**config.mk**
```make
export PLATFORM = sky130hd
export DESIGN_NAME = laser_scan_ctrl
export DESIGN_NICKNAME = d
export VERILOG_FILES = /design/src/rtl/laser_scan_ctrl.sv
export SDC_FILE = /design/constraint.sdc
export NUM_CORES = 1
export LEC_CHECK = 0
export CAP_MARGIN = 25
export CORE_MARGIN = 4
export CORE_UTILIZATION = 27
export CTS_BUF_LIST = sky130_fd_sc_hd__clkbuf_4 sky130_fd_sc_hd__clkbuf_8
export CTS_CLUSTER_SIZE = 12
export DETAILED_ROUTE_END_ITERATION = 10
export GPL_ROUTABILITY_DRIVEN = 0
export PLACE_DENSITY = 0.49
export SYNTH_ARGS = -nofsm -noshare
export SYNTH_HDL_FRONTEND = slang
export SYNTH_SLANG_ARGS = --single-unit
```
**constraint.sdc**
```tcl
create_clock -name CLK -period 2.62 [get_ports CLK]
set_clock_uncertainty 0.2 [all_clocks]
set_input_delay 0.524 -clock CLK [delete_from_list [all_inputs] [get_ports CLK]]
set_output_delay 0.524 -clock CLK [all_outputs]
set_load 0.02 [all_outputs]
```
**src/rtl/laser_scan_ctrl.sv**
```systemverilog
// laser_scan_ctrl: sweeps candidate circle centres over a full 16x16 grid or a
// clipped local window. For every candidate it streams NPTS point indices to a
// shared in-circle datapath and counts the hits that datapath returns one cycle
// later. The candidate with the highest hit count is kept; a later candidate
// wins a tie.
module laser_scan_ctrl #(
    parameter int NPTS = 40,
    parameter int RAD  = 4
) (
    input  logic       CLK,
    input  logic       RST,
    input  logic       START,
    input  logic       FULL,
    input  logic [3:0] CX,
    input  logic [3:0] CY,
    output logic [3:0] CAND_X,
    output logic [3:0] CAND_Y,
    output logic [5:0] PIDX,
    output logic       PVALID,
    input  logic       HIT,
    output logic [3:0] BEST_X,
    output logic [3:0] BEST_Y,
    output logic [5:0] BEST_CNT,
    output logic       BUSY,
    output logic       DONE
);

    localparam logic [2:0] S_IDLE   = 3'd0;
    localparam logic [2:0] S_INIT   = 3'd1;
    localparam logic [2:0] S_ISSUE  = 3'd2;
    localparam logic [2:0] S_DRAIN  = 3'd3;
    localparam logic [2:0] S_UPDATE = 3'd4;
    localparam logic [2:0] S_FINISH = 3'd5;

    localparam logic [5:0]        LAST_IDX = 6'(NPTS - 1);
    localparam logic signed [5:0] RAD_S    = 6'(RAD);
    localparam logic signed [5:0] GRID_MAX = 6'sd15;

    logic [2:0] state;
    logic [2:0] state_nxt;

    logic       full_r;
    logic [3:0] cx_r;
    logic [3:0] cy_r;

    logic [3:0] xlo;
    logic [3:0] xhi;
    logic [3:0] ylo;
    logic [3:0] yhi;

    logic [3:0] win_xlo;
    logic [3:0] win_xhi;
    logic [3:0] win_ylo;
    logic [3:0] win_yhi;

    logic       pv_d;
    logic [5:0] cnt;
    logic       last_cand;
    logic       last_idx;

    // Lower window edge, clamped at 0 (computed wide so no 4-bit wrap).
    function automatic logic [3:0] sat_lo(input logic [3:0] c);
        logic signed [5:0] d;
        d = $signed({2'b00, c}) - RAD_S;
        if (d < 0) begin
            return 4'd0;
        end
        return d[3:0];
    endfunction

    // Upper window edge, clamped at 15 (computed wide so no 4-bit wrap).
    function automatic logic [3:0] sat_hi(input logic [3:0] c);
        logic signed [5:0] s;
        s = $signed({2'b00, c}) + RAD_S;
        if (s > GRID_MAX) begin
            return 4'd15;
        end
        return s[3:0];
    endfunction

    assign PVALID    = (state == S_ISSUE);
    assign BUSY      = (state != S_IDLE);
    assign DONE      = (state == S_FINISH);
    assign last_cand = (CAND_X == xhi) && (CAND_Y == yhi);
    assign last_idx  = (PIDX == LAST_IDX);

    // Window bounds derived from the request latched in IDLE.
    always_comb begin
        win_xlo = 4'd0;
        win_xhi = 4'd15;
        win_ylo = 4'd0;
        win_yhi = 4'd15;
        if (!full_r) begin
            win_xlo = sat_lo(cx_r);
            win_xhi = sat_hi(cx_r);
            win_ylo = sat_lo(cy_r);
            win_yhi = sat_hi(cy_r);
        end
    end

    // Next-state selection for the scan sequencer.
    always_comb begin
        state_nxt = state;
        case (state)
            S_IDLE:   if (START) state_nxt = S_INIT;
            S_INIT:   state_nxt = S_ISSUE;
            S_ISSUE:  if (last_idx) state_nxt = S_DRAIN;
            S_DRAIN:  state_nxt = S_UPDATE;
            S_UPDATE: state_nxt = last_cand ? S_FINISH : S_ISSUE;
            S_FINISH: state_nxt = S_IDLE;
            default:  state_nxt = S_IDLE;
        endcase
    end

    // State register.
    always_ff @(posedge CLK or negedge RST) begin
        if (!RST) begin
            state <= S_IDLE;
        end else begin
            state <= state_nxt;
        end
    end

    // Capture the scan request only when a new scan is accepted.
    always_ff @(posedge CLK or negedge RST) begin
        if (!RST) begin
            full_r <= 1'b0;
            cx_r   <= 4'd0;
            cy_r   <= 4'd0;
        end else if (state == S_IDLE && START) begin
            full_r <= FULL;
            cx_r   <= CX;
            cy_r   <= CY;
        end
    end

    // Freeze the window bounds for the duration of the scan.
    always_ff @(posedge CLK or negedge RST) begin
        if (!RST) begin
            xlo <= 4'd0;
            xhi <= 4'd0;
            ylo <= 4'd0;
            yhi <= 4'd0;
        end else if (state == S_INIT) begin
            xlo <= win_xlo;
            xhi <= win_xhi;
            ylo <= win_ylo;
            yhi <= win_yhi;
        end
    end

    // Candidate walk: x fastest, then y; held in IDLE.
    always_ff @(posedge CLK or negedge RST) begin
        if (!RST) begin
            CAND_X <= 4'd0;
            CAND_Y <= 4'd0;
        end else if (state == S_INIT) begin
            CAND_X <= win_xlo;
            CAND_Y <= win_ylo;
        end else if (state == S_UPDATE && !last_cand) begin
            if (CAND_X == xhi) begin
                CAND_X <= xlo;
                CAND_Y <= CAND_Y + 4'd1;
            end else begin
                CAND_X <= CAND_X + 4'd1;
            end
        end
    end

    // Point index sweep 0..NPTS-1 while issuing; parked at 0 otherwise.
    always_ff @(posedge CLK or negedge RST) begin
        if (!RST) begin
            PIDX <= 6'd0;
        end else if (state == S_ISSUE && !last_idx) begin
            PIDX <= PIDX + 6'd1;
        end else begin
            PIDX <= 6'd0;
        end
    end

    // Hit counter: HIT answers the index issued one cycle earlier, so it is
    // qualified by a delayed copy of PVALID.
    always_ff @(posedge CLK or negedge RST) begin
        if (!RST) begin
            pv_d <= 1'b0;
            cnt  <= 6'd0;
        end else begin
            pv_d <= PVALID;
            if (state == S_INIT || state == S_UPDATE) begin
                cnt <= 6'd0;
            end else if (pv_d && HIT) begin
                cnt <= cnt + 6'd1;
            end
        end
    end

    // Best-candidate tracking; ">=" lets a later candidate take a tie.
    always_ff @(posedge CLK or negedge RST) begin
        if (!RST) begin
            BEST_X   <= 4'd0;
            BEST_Y   <= 4'd0;
            BEST_CNT <= 6'd0;
        end else if (state == S_INIT) begin
            BEST_X   <= 4'd0;
            BEST_Y   <= 4'd0;
            BEST_CNT <= 6'd0;
        end else if (state == S_UPDATE && cnt >= BEST_CNT) begin
            BEST_X   <= CAND_X;
            BEST_Y   <= CAND_Y;
            BEST_CNT <= cnt;
        end
    end

endmodule
```
==> results of run 1 <==
[state kept, by name, indices dropped and copies added (netlist names)]
register	cells
yhi	4
BEST_X	4
cnt	6
CAND_Y	4
xlo	4
BEST_Y	4
state	3
cy_r	4
xhi	4
CAND_X	4
PIDX	6
full_r	1
BEST_CNT	6
pv_d	1
cx_r	4
[layer usage]
layer / up-vias / wire, um / GRT usage (%)
met4: 0 / 170 / 6.10
met5: - / 0 / 0
met2: 39 / 2720 / 15.4
met1: 1019 / 3490 / 15.8
met3: 11 / 287 / 3.05
li1: 1144 / - / -
[critical path, stage by stage, from the launching register on]
cell	delay (ns)
dfrtp_1	0.38
or3b_2	0.51
inv_1	0.14
dlygate4sd2_1	0.35
[layout make-up]
cell class | instances | area [um2]
well taps | 140 | 175
clock buffers | 14 | 174
fillers | 1144 | 7110
inverters | 20 | 75.1
clock inverters | 2 | 10.0
multi-input cells | 212 | 1470
repair buffers | 56 | 539
flip-flops and latches | 59 | 1480
[worst paths after layout]
check / slack (ns) / to / cells past startpoint / startpoint
max: 0.18 / PVALID / 3 / state[2]
min: 0.27 / xlo[3] / 2 / xlo[3]
max reg2reg: 0.47 / BEST_Y[3] / 8 / cnt[0]
min reg2reg: 0.27 / xlo[3] / 2 / xlo[3]
max in group asynchronous: 1.43 / BEST_X[2] / 3 / RST
min in group asynchronous: 0.50 / cnt[1] / 3 / RST
[logic make-up (layout without fill, tap and decap cells)]
| kind of cell | after synthesis | after routing | share of synthesized area (%) |
|---|---|---|---|
| xor gates and xnor gates | 18 | 18 | 5.09 |
| and+or+nand+nor | 116 | 116 | 19.1 |
| DFF | 59 | 59 | 47.6 |
| muxes | 21 | 21 | 7.06 |
| AOI/OAI and AO/OA | 39 | 39 | 8.92 |
| adders and majority gates | 18 | 18 | 7.27 |
| buffers and inverters | 32 | 92 | 4.93 |
[placed cells by master (no fill, tap or decap), types with 5 or more instances in the layout]
| cell type | Yosys | layout |
|---|---|---|
| buf_4 | 2 | 11 |
| clkbuf_8 | 0 | 11 |
| clkdlybuf4s50_1 | 0 | 40 |
| dfrtp_1 | 59 | 59 |
| ha_1 | 18 | 18 |
| inv_1 | 20 | 20 |
| mux2_2 | 7 | 7 |
| mux2i_1 | 14 | 14 |
| nand2_1 | 43 | 43 |
| nand3_1 | 12 | 12 |
| nand4_1 | 6 | 6 |
| nor2_1 | 28 | 28 |
| nor3_1 | 7 | 7 |
| o21ai_0 | 16 | 16 |
| xnor2_1 | 5 | 5 |
| xor2_1 | 13 | 13 |
[timing repair]
item / in CTS / in global routing
resized for setup: 1 / 1
hold endpoints to repair: 59 / 0
hold buffers: 1 / 0
endpoints found under the setup margin: 1 / 1
[report_power, final]
part           internal [uW]  switching (uW)
combinational            982            1170
sequential              1230             314
clock                    424             350
total                   2640            1830
[through the flow]
stage                     worst slack, ns  total power [uW]
after detailed placement            0.266              3760
after global placement              0.298              3730
after floorplan                     0.508              3040
after CTS                          0.0155              4560
final                               0.181              4470
after global routing               0.0977              4880
==> flow_metrics.env, run 1 <==
export IMPL_worst_slew_pin_slew_ns=0.425
export IMPL_fp_dieW_um=115
export IMPL_drt_pass1_iterations=4
export IMPL_stdcell_count=503
export IMPL_fmaxAchievable_mhz=410
export IMPL_finalHoldWorstSlack_ns=0.270
export IMPL_crit_required_ns=1.90
export IMPL_fp_dieH_um=115
export IMPL_drive_gt1_share_pct=12.1
export IMPL_fin_crit_ns=2.44
export IMPL_yosys_top_cells_count="dfrtp_1 (59), nand2_1 (43), nor2_1 (28)"
export IMPL_p_leak_uw=0.00176
export IMPL_dp_cells=486
export IMPL_synth_cell_type_count=46
export IMPL_postSynthCellCount=303
export IMPL_setup_violations_final=0
export IMPL_cts_clk_slew_worst_paths_ns=0.06
export IMPL_synth_top_cell_area_share_pct=47.6
export IMPL_post_dp_cell_area_um2=3720
export IMPL_clk_path_buf_depth=2
export IMPL_rsz0062_at_grt="no"
export IMPL_drt_wl_total_mm=6.67
export IMPL_final_hold_viol_count=0
export IMPL_wl_per_cell_um=13.3
export IMPL_synth_nets=334
export IMPL_cts_root_buffer="clkbuf_8"
export IMPL_hold_path_class="flop to flop"
export IMPL_grt_first_pass_wirelength_mm=11.6
export IMPL_ys_seq_area_share_pct=47.6
export IMPL_yosys_warnings=0
export IMPL_fp_row_count=38
export IMPL_synthArstFlopShare_pct=100
export IMPL_design_area_um2=3920
export IMPL_powerDensity_nw_per_um2=1140
export IMPL_ir_drop_mv=0.293
export IMPL_avgViaCountPerCell=4.40
export IMPL_synth_top_flop_cell="dfrtp_1"
export IMPL_synth_edf_count=0
export IMPL_h_tree_depth=3
export IMPL_yosys_register_bits=59
export IMPL_grt_start_max_net_pins=60
export IMPL_track_usage_pct=11.2
export IMPL_synth_cell_area_um2=3100
export IMPL_cts_tree="built"
export IMPL_post_cts_setup_buffers=0
export IMPL_run_status="finished, final reports clean"
export IMPL_maxCapViolCount=0
export IMPL_drc=0
export IMPL_grt_pass1_vias=2260
export IMPL_antenna_left=0
export IMPL_end_kind="output port"
export IMPL_place_hpwl_mm=4.74
export IMPL_start_util_pct=28.1
export IMPL_cts_made_buffers=9
export IMPL_crit_type="flop to output port"
export IMPL_yosysTopAreaCell="dfrtp_1"
export IMPL_dieArea_um2=13300
export IMPL_fin_nets=389
export IMPL_vias=2213
export IMPL_yosysMostFrequentCell="dfrtp_1"
export IMPL_fin_setup_tns_ns=0
export IMPL_drv_slew=0
export IMPL_drt_iter0_drc=72
export IMPL_port_buffers=43
export IMPL_synth_top_cells_by_area="dfrtp_1 (48%), ha_1 (7.3%), nand2_1 (5.2%)"
export IMPL_syn_avg_cell_area_um2=10.2
export IMPL_antenna_found_initial=0
export IMPL_diodes=0
export IMPL_finalCritPeriodShare_pct=93.1
export IMPL_worst_setup_path_start_kind="flop"
export IMPL_post_route_util_pct=35.5
export IMPL_area_delta_synth_final_pct=26.5
export IMPL_worst_skew_pair_late_latency_ns=0.34
export IMPL_num_io_pins=44
export IMPL_core_um2=11000
export IMPL_arrival_ns=1.72
export IMPL_overflow=0
export IMPL_cts_sinks=59
export IMPL_crit_fanout=4
export IMPL_maxSlewHeadroom_pct=71.5
No activity file was read; power rests on OpenSTA's default activity.
==> inputs of run 2 (changes only) <==
SETUP_SLACK_MARGIN = 0.3   (was not set)
==> run 2 against run 1 <==
Against the previous run:
- clock power is essentially flat
- via count is essentially flat
- flip-flop and latch count is the same
- count of clock-buffer cells in the layout is the same
- first-iteration DRC count is the same
- setup slack gained 0.21 ns
- wire length is essentially flat
- critical path type unchanged
- critical path depth is the same
- power is essentially flat
==> flow_metrics.env, run 2 (synthesis results as in run 1) <==
export IMPL_num_io_pins=44
export IMPL_h_tree_depth=3
export IMPL_maxSlewHeadroom_pct=71.5
export IMPL_place_hpwl_mm=4.74
export IMPL_drt_iter0_drc=72
export IMPL_run_status="finished, final reports clean"
export IMPL_fmaxAchievable_mhz=448
export IMPL_area_delta_synth_final_pct=26.2
export IMPL_finalCritPeriodShare_pct=85.2
export IMPL_final_cell_mix="dfrtp_1 (58), nand2_1 (43), clkdlybuf4s50_1 (39)"
export IMPL_wl_per_cell_um=13.3
export IMPL_drv_slew=0
export IMPL_antenna_found_initial=0
export IMPL_crit_fanout=4
export IMPL_worst_skew_pair_late_latency_ns=0.34
export IMPL_core_um2=11000
export IMPL_track_usage_pct=11.2
export IMPL_fp_row_count=38
export IMPL_fp_dieH_um=115
export IMPL_worst_setup_path_start_kind="flop"
export IMPL_crit_required_ns=1.90
export IMPL_start_util_pct=28.1
export IMPL_ir_drop_mv=0.280
export IMPL_grt_start_max_net_pins=60
export IMPL_setup_violations_final=0
export IMPL_dieArea_um2=13300
export IMPL_reg_largest_list="BEST_CNT x6, PIDX x6, cnt x6"
export IMPL_worst_slew_pin_slew_ns=0.425
export IMPL_port_buffers=43
export IMPL_fp_dieW_um=115
export IMPL_cts_made_buffers=9
export IMPL_avgViaCountPerCell=4.40
export IMPL_diodes=0
export IMPL_fin_nets=389
export IMPL_overflow=0
export IMPL_p_leak_uw=0.00175
export IMPL_fin_setup_tns_ns=0
export IMPL_clk_path_buf_depth=2
export IMPL_final_common_cell="dfrtp_1"
export IMPL_hold_path_class="flop to flop"
export IMPL_drt_wl_total_mm=6.67
export IMPL_final_hold_viol_count=0
export IMPL_grt_pass1_vias=2260
export IMPL_drc=0
export IMPL_fin_crit_ns=2.23
export IMPL_arrival_ns=1.51
export IMPL_cts_clk_slew_worst_paths_ns=0.06
export IMPL_drt_pass1_iterations=4
export IMPL_finalHoldWorstSlack_ns=0.270
export IMPL_maxCapViolCount=0
export IMPL_cts_sinks=59
export IMPL_end_kind="output port"
export IMPL_crit_type="flop to output port"
export IMPL_vias=2214
export IMPL_rsz0062_at_grt="no"
export IMPL_cts_tree="built"
export IMPL_grt_first_pass_wirelength_mm=11.6
export IMPL_cts_root_buffer="clkbuf_8"
export IMPL_powerDensity_nw_per_um2=1140
export IMPL_drive_gt1_share_pct=13.2
export IMPL_antenna_left=0
==> run 2: per-stage QoR <==
step	instances	util [%]	setup slack, ns	area (um2)	total power (uW)
after detailed placement	486	33.8	0.266	3720	3760
after global placement	486	33.8	0.298	3720	3730
after CTS	503	35.5	0.181	3920	4560
after global routing	503	35.5	0.309	3910	4880
final	503	35.5	0.389	3910	4480
after floorplan	303	-	0.508	3100	3040
==> run 2: worst paths after layout <==
path / endpoint / slack [ns] / start / cells past startpoint
worst max register to register: CAND_X[1] / 0.51 / state[2] / 6
min in group asynchronous: cnt[1] / 0.50 / RST / 3
worst max-delay path: PVALID / 0.39 / state[2] / 3
worst min-delay path: xlo[3] / 0.27 / xlo[3] / 2
worst min register to register: xlo[3] / 0.27 / xlo[3] / 2
max in group asynchronous: BEST_X[2] / 1.43 / RST / 3
==> run 2: layout make-up <==
type | instances | area [um2]
fillers | 1145 | 7120
flip-flops and latches | 59 | 1480
multi-input cells | 212 | 1470
clock inverters | 2 | 10.0
clock buffers | 14 | 174
well taps | 140 | 175
inverters | 20 | 75.1
repair buffers | 56 | 531
==> run 2: report_power, final <==
group / switching (uW) / total, uW / leakage, uW / internal [uW]
combinational: 1170 / 2150 / 0.000905 / 978
sequential: 315 / 1550 / 0.000746 / 1240
clock: 352 / 776 / 0.000101 / 424
total: 1840 / 4480 / 0.00175 / 2640
==> run 2: what timing repair did <==
item	in CTS	in global routing
hold buffers	1	0
gates resized for setup	6	5
endpoints found under the hold margin	59	0
setup buffers	0	0
endpoints found under the setup margin	3	7
==> run 2: worst max-delay path, stage by stage (launching register included) <==
cell and delay (ns):
dfrtp_1 0.38, or3b_2 0.52, inv_2 0.10, clkbuf_2 0.17
==> run 2: per-layer routing <==
metal,track usage [%],share of wire (%),up-vias
li1,-,-,1142
met1,15.8,52,1022
met2,15.4,41,39
met3,3.05,4.3,11
met4,6.10,2.5,0
met5,0,0,-
==> inputs of run 3 (changes only) <==
CORE_MARGIN = 2   (was 4)
GPL_ROUTABILITY_DRIVEN = not set   (was 0)
==> run 3 against run 2 <==
Against the previous run:
- clock power increased by 8.9%
- sequential power about the same
- global-route usage rose by 0.25 points
- utilization shrank 0.68 points
- critical path type unchanged
- combinational power about the same
- first-iteration DRC count decreased by 32%
- via count is 1.7% higher
- non-clock buffer count grew 1
==> flow_metrics.env, run 3 (synthesis results as in run 1) <==
export IMPL_run_status="finished, final reports clean"
export IMPL_antenna_left=0
export IMPL_cts_root_buffer="clkbuf_8"
export IMPL_critPathBufInv=2
export IMPL_clk_path_buf_depth=2
export IMPL_final_cell_mix="dfrtp_1 (58), nand2_1 (43), clkdlybuf4s50_1 (39)"
export IMPL_h_tree_depth=3
export IMPL_worst_skew_pair_late_latency_ns=0.34
export IMPL_design_area_um2=3940
export IMPL_diodes=0
export IMPL_worst_slew_pin_slew_ns=0.432
export IMPL_powerDensity_nw_per_um2=1150
export IMPL_fp_dieH_um=111
export IMPL_ir_drop_mv=0.291
export IMPL_area_delta_synth_final_pct=27.1
export IMPL_antenna_found_initial=0
export IMPL_grt_start_max_net_pins=60
export IMPL_fin_total_pwr_uw=4540
export IMPL_vias=2252
export IMPL_worst_setup_path_start_kind="flop"
export IMPL_fin_nets=390
export IMPL_place_hpwl_mm=4.70
export IMPL_num_io_pins=44
export IMPL_cts_tree="built"
export IMPL_port_buffers=43
export IMPL_end_kind="output port"
export IMPL_cp_slowest_stage_delay_ns=0.51
export IMPL_crit_type="flop to output port"
export IMPL_drv_slew=0
export IMPL_setup_violations_final=0
export IMPL_crit_chain="or3b_2 > inv_1 > clkbuf_2"
export IMPL_maxCapViolCount=0
export IMPL_cts_sinks=59
export IMPL_wl_per_cell_um=12.9
export IMPL_start_util_pct=27.4
export IMPL_fp_dieW_um=111
export IMPL_p_leak_uw=0.00175
export IMPL_final_common_cell="dfrtp_1"
export IMPL_crit_required_ns=1.90
export IMPL_drive_gt1_share_pct=13.2
export IMPL_reg_largest_list="BEST_CNT x6, PIDX x6, cnt x6"
export IMPL_worst_path_dominant_cell_family="simple AND/OR/NAND/NOR gates"
export IMPL_overflow=0
export IMPL_post_cts_setup_buffers=0
export IMPL_globalplace_congestion=0.743
export IMPL_hold_path_class="flop to flop"
export IMPL_avgViaCountPerCell=4.44
export IMPL_track_usage_pct=11.4
export IMPL_dieArea_um2=12400
export IMPL_drt_pass1_iterations=4
export IMPL_rsz0062_at_grt="yes"
export IMPL_fin_setup_tns_ns=0
export IMPL_cts_clk_slew_worst_paths_ns=0.07
export IMPL_crit_fanout=4
export IMPL_fp_row_count=39
export IMPL_finalHoldWorstSlack_ns=0.267
export IMPL_slowest_stage="or3b_2"
export IMPL_post_dp_cell_area_um2=3740
export IMPL_maxSlewHeadroom_pct=71.0
export IMPL_fin_crit_ns=2.25
export IMPL_final_hold_viol_count=0
export IMPL_grt_pass1_vias=2284
export IMPL_grt_first_pass_wirelength_mm=11.4
export IMPL_fmaxAchievable_mhz=444
export IMPL_arrival_ns=1.53
export IMPL_finalCritPeriodShare_pct=86.0
export IMPL_core_um2=11300
export IMPL_drc=0
export IMPL_drt_iter0_drc=49
export IMPL_drt_wl_total_mm=6.53
export IMPL_cts_made_buffers=9
-- run 3: final timing paths --
path / startpoint / end / slack [ns] / cells past startpoint
max reg2reg: cnt[0] / BEST_X[2] / 0.46 / 8
max in group asynchronous: RST / CAND_X[0] / 1.42 / 3
max: state[2] / PVALID / 0.37 / 3
min in group asynchronous: RST / BEST_X[3] / 0.51 / 3
min reg2reg: xlo[3] / xlo[3] / 0.27 / 2
min: xlo[3] / xlo[3] / 0.27 / 2
-- run 3: per-layer routing --
| layer | vias to the layer above | GRT usage [%] | share of wire, % |
|---|---|---|---|
| met5 | - | 0 | 0 |
| met4 | 0 | 4.44 | 1.6 |
| met3 | 8 | 3.28 | 3.8 |
| met2 | 37 | 17.2 | 43 |
| met1 | 1066 | 15.6 | 52 |
| li1 | 1141 | - | - |
-- run 3: tightest hold or removal path: stages, from the launching register on --
cell and delay (ns):
dfrtp_1 0.34, nand2_1 0.05, nand2_1 0.05
-- run 3: timing repair --
item                                    4_1_cts  5_1_grt
endpoints found under the setup margin        3        3
pin swaps                                     0        0
resized for setup                             6        3
gates cloned                                  0        0
hold buffers                                  1        0
hold endpoints to repair                     20        0
-- run 3: area by class of cell --
cell class / count / area [um2]
sequential: 59 / 1480
fill: 1181 / 7380
tap: 143 / 179
inverter: 20 / 75.1
clock inverter: 6 / 65.1
timing repair buffer: 57 / 534
clock buffer: 10 / 138
multi-input combinational: 212 / 1470
-- run 3: metrics by stage --
step	instances	utilization (%)	setup WS (ns)
after floorplan	303	-	0.508
after global placement	490	33.0	0.297
after detailed placement	490	33.0	0.290
after CTS	507	34.9	0.208
after global routing	507	34.8	0.296
final	507	34.8	0.368
-- run 3: report_power, final --
part	internal (uW)	switching, uW
combinational	979	1170
sequential	1230	312
clock	463	382
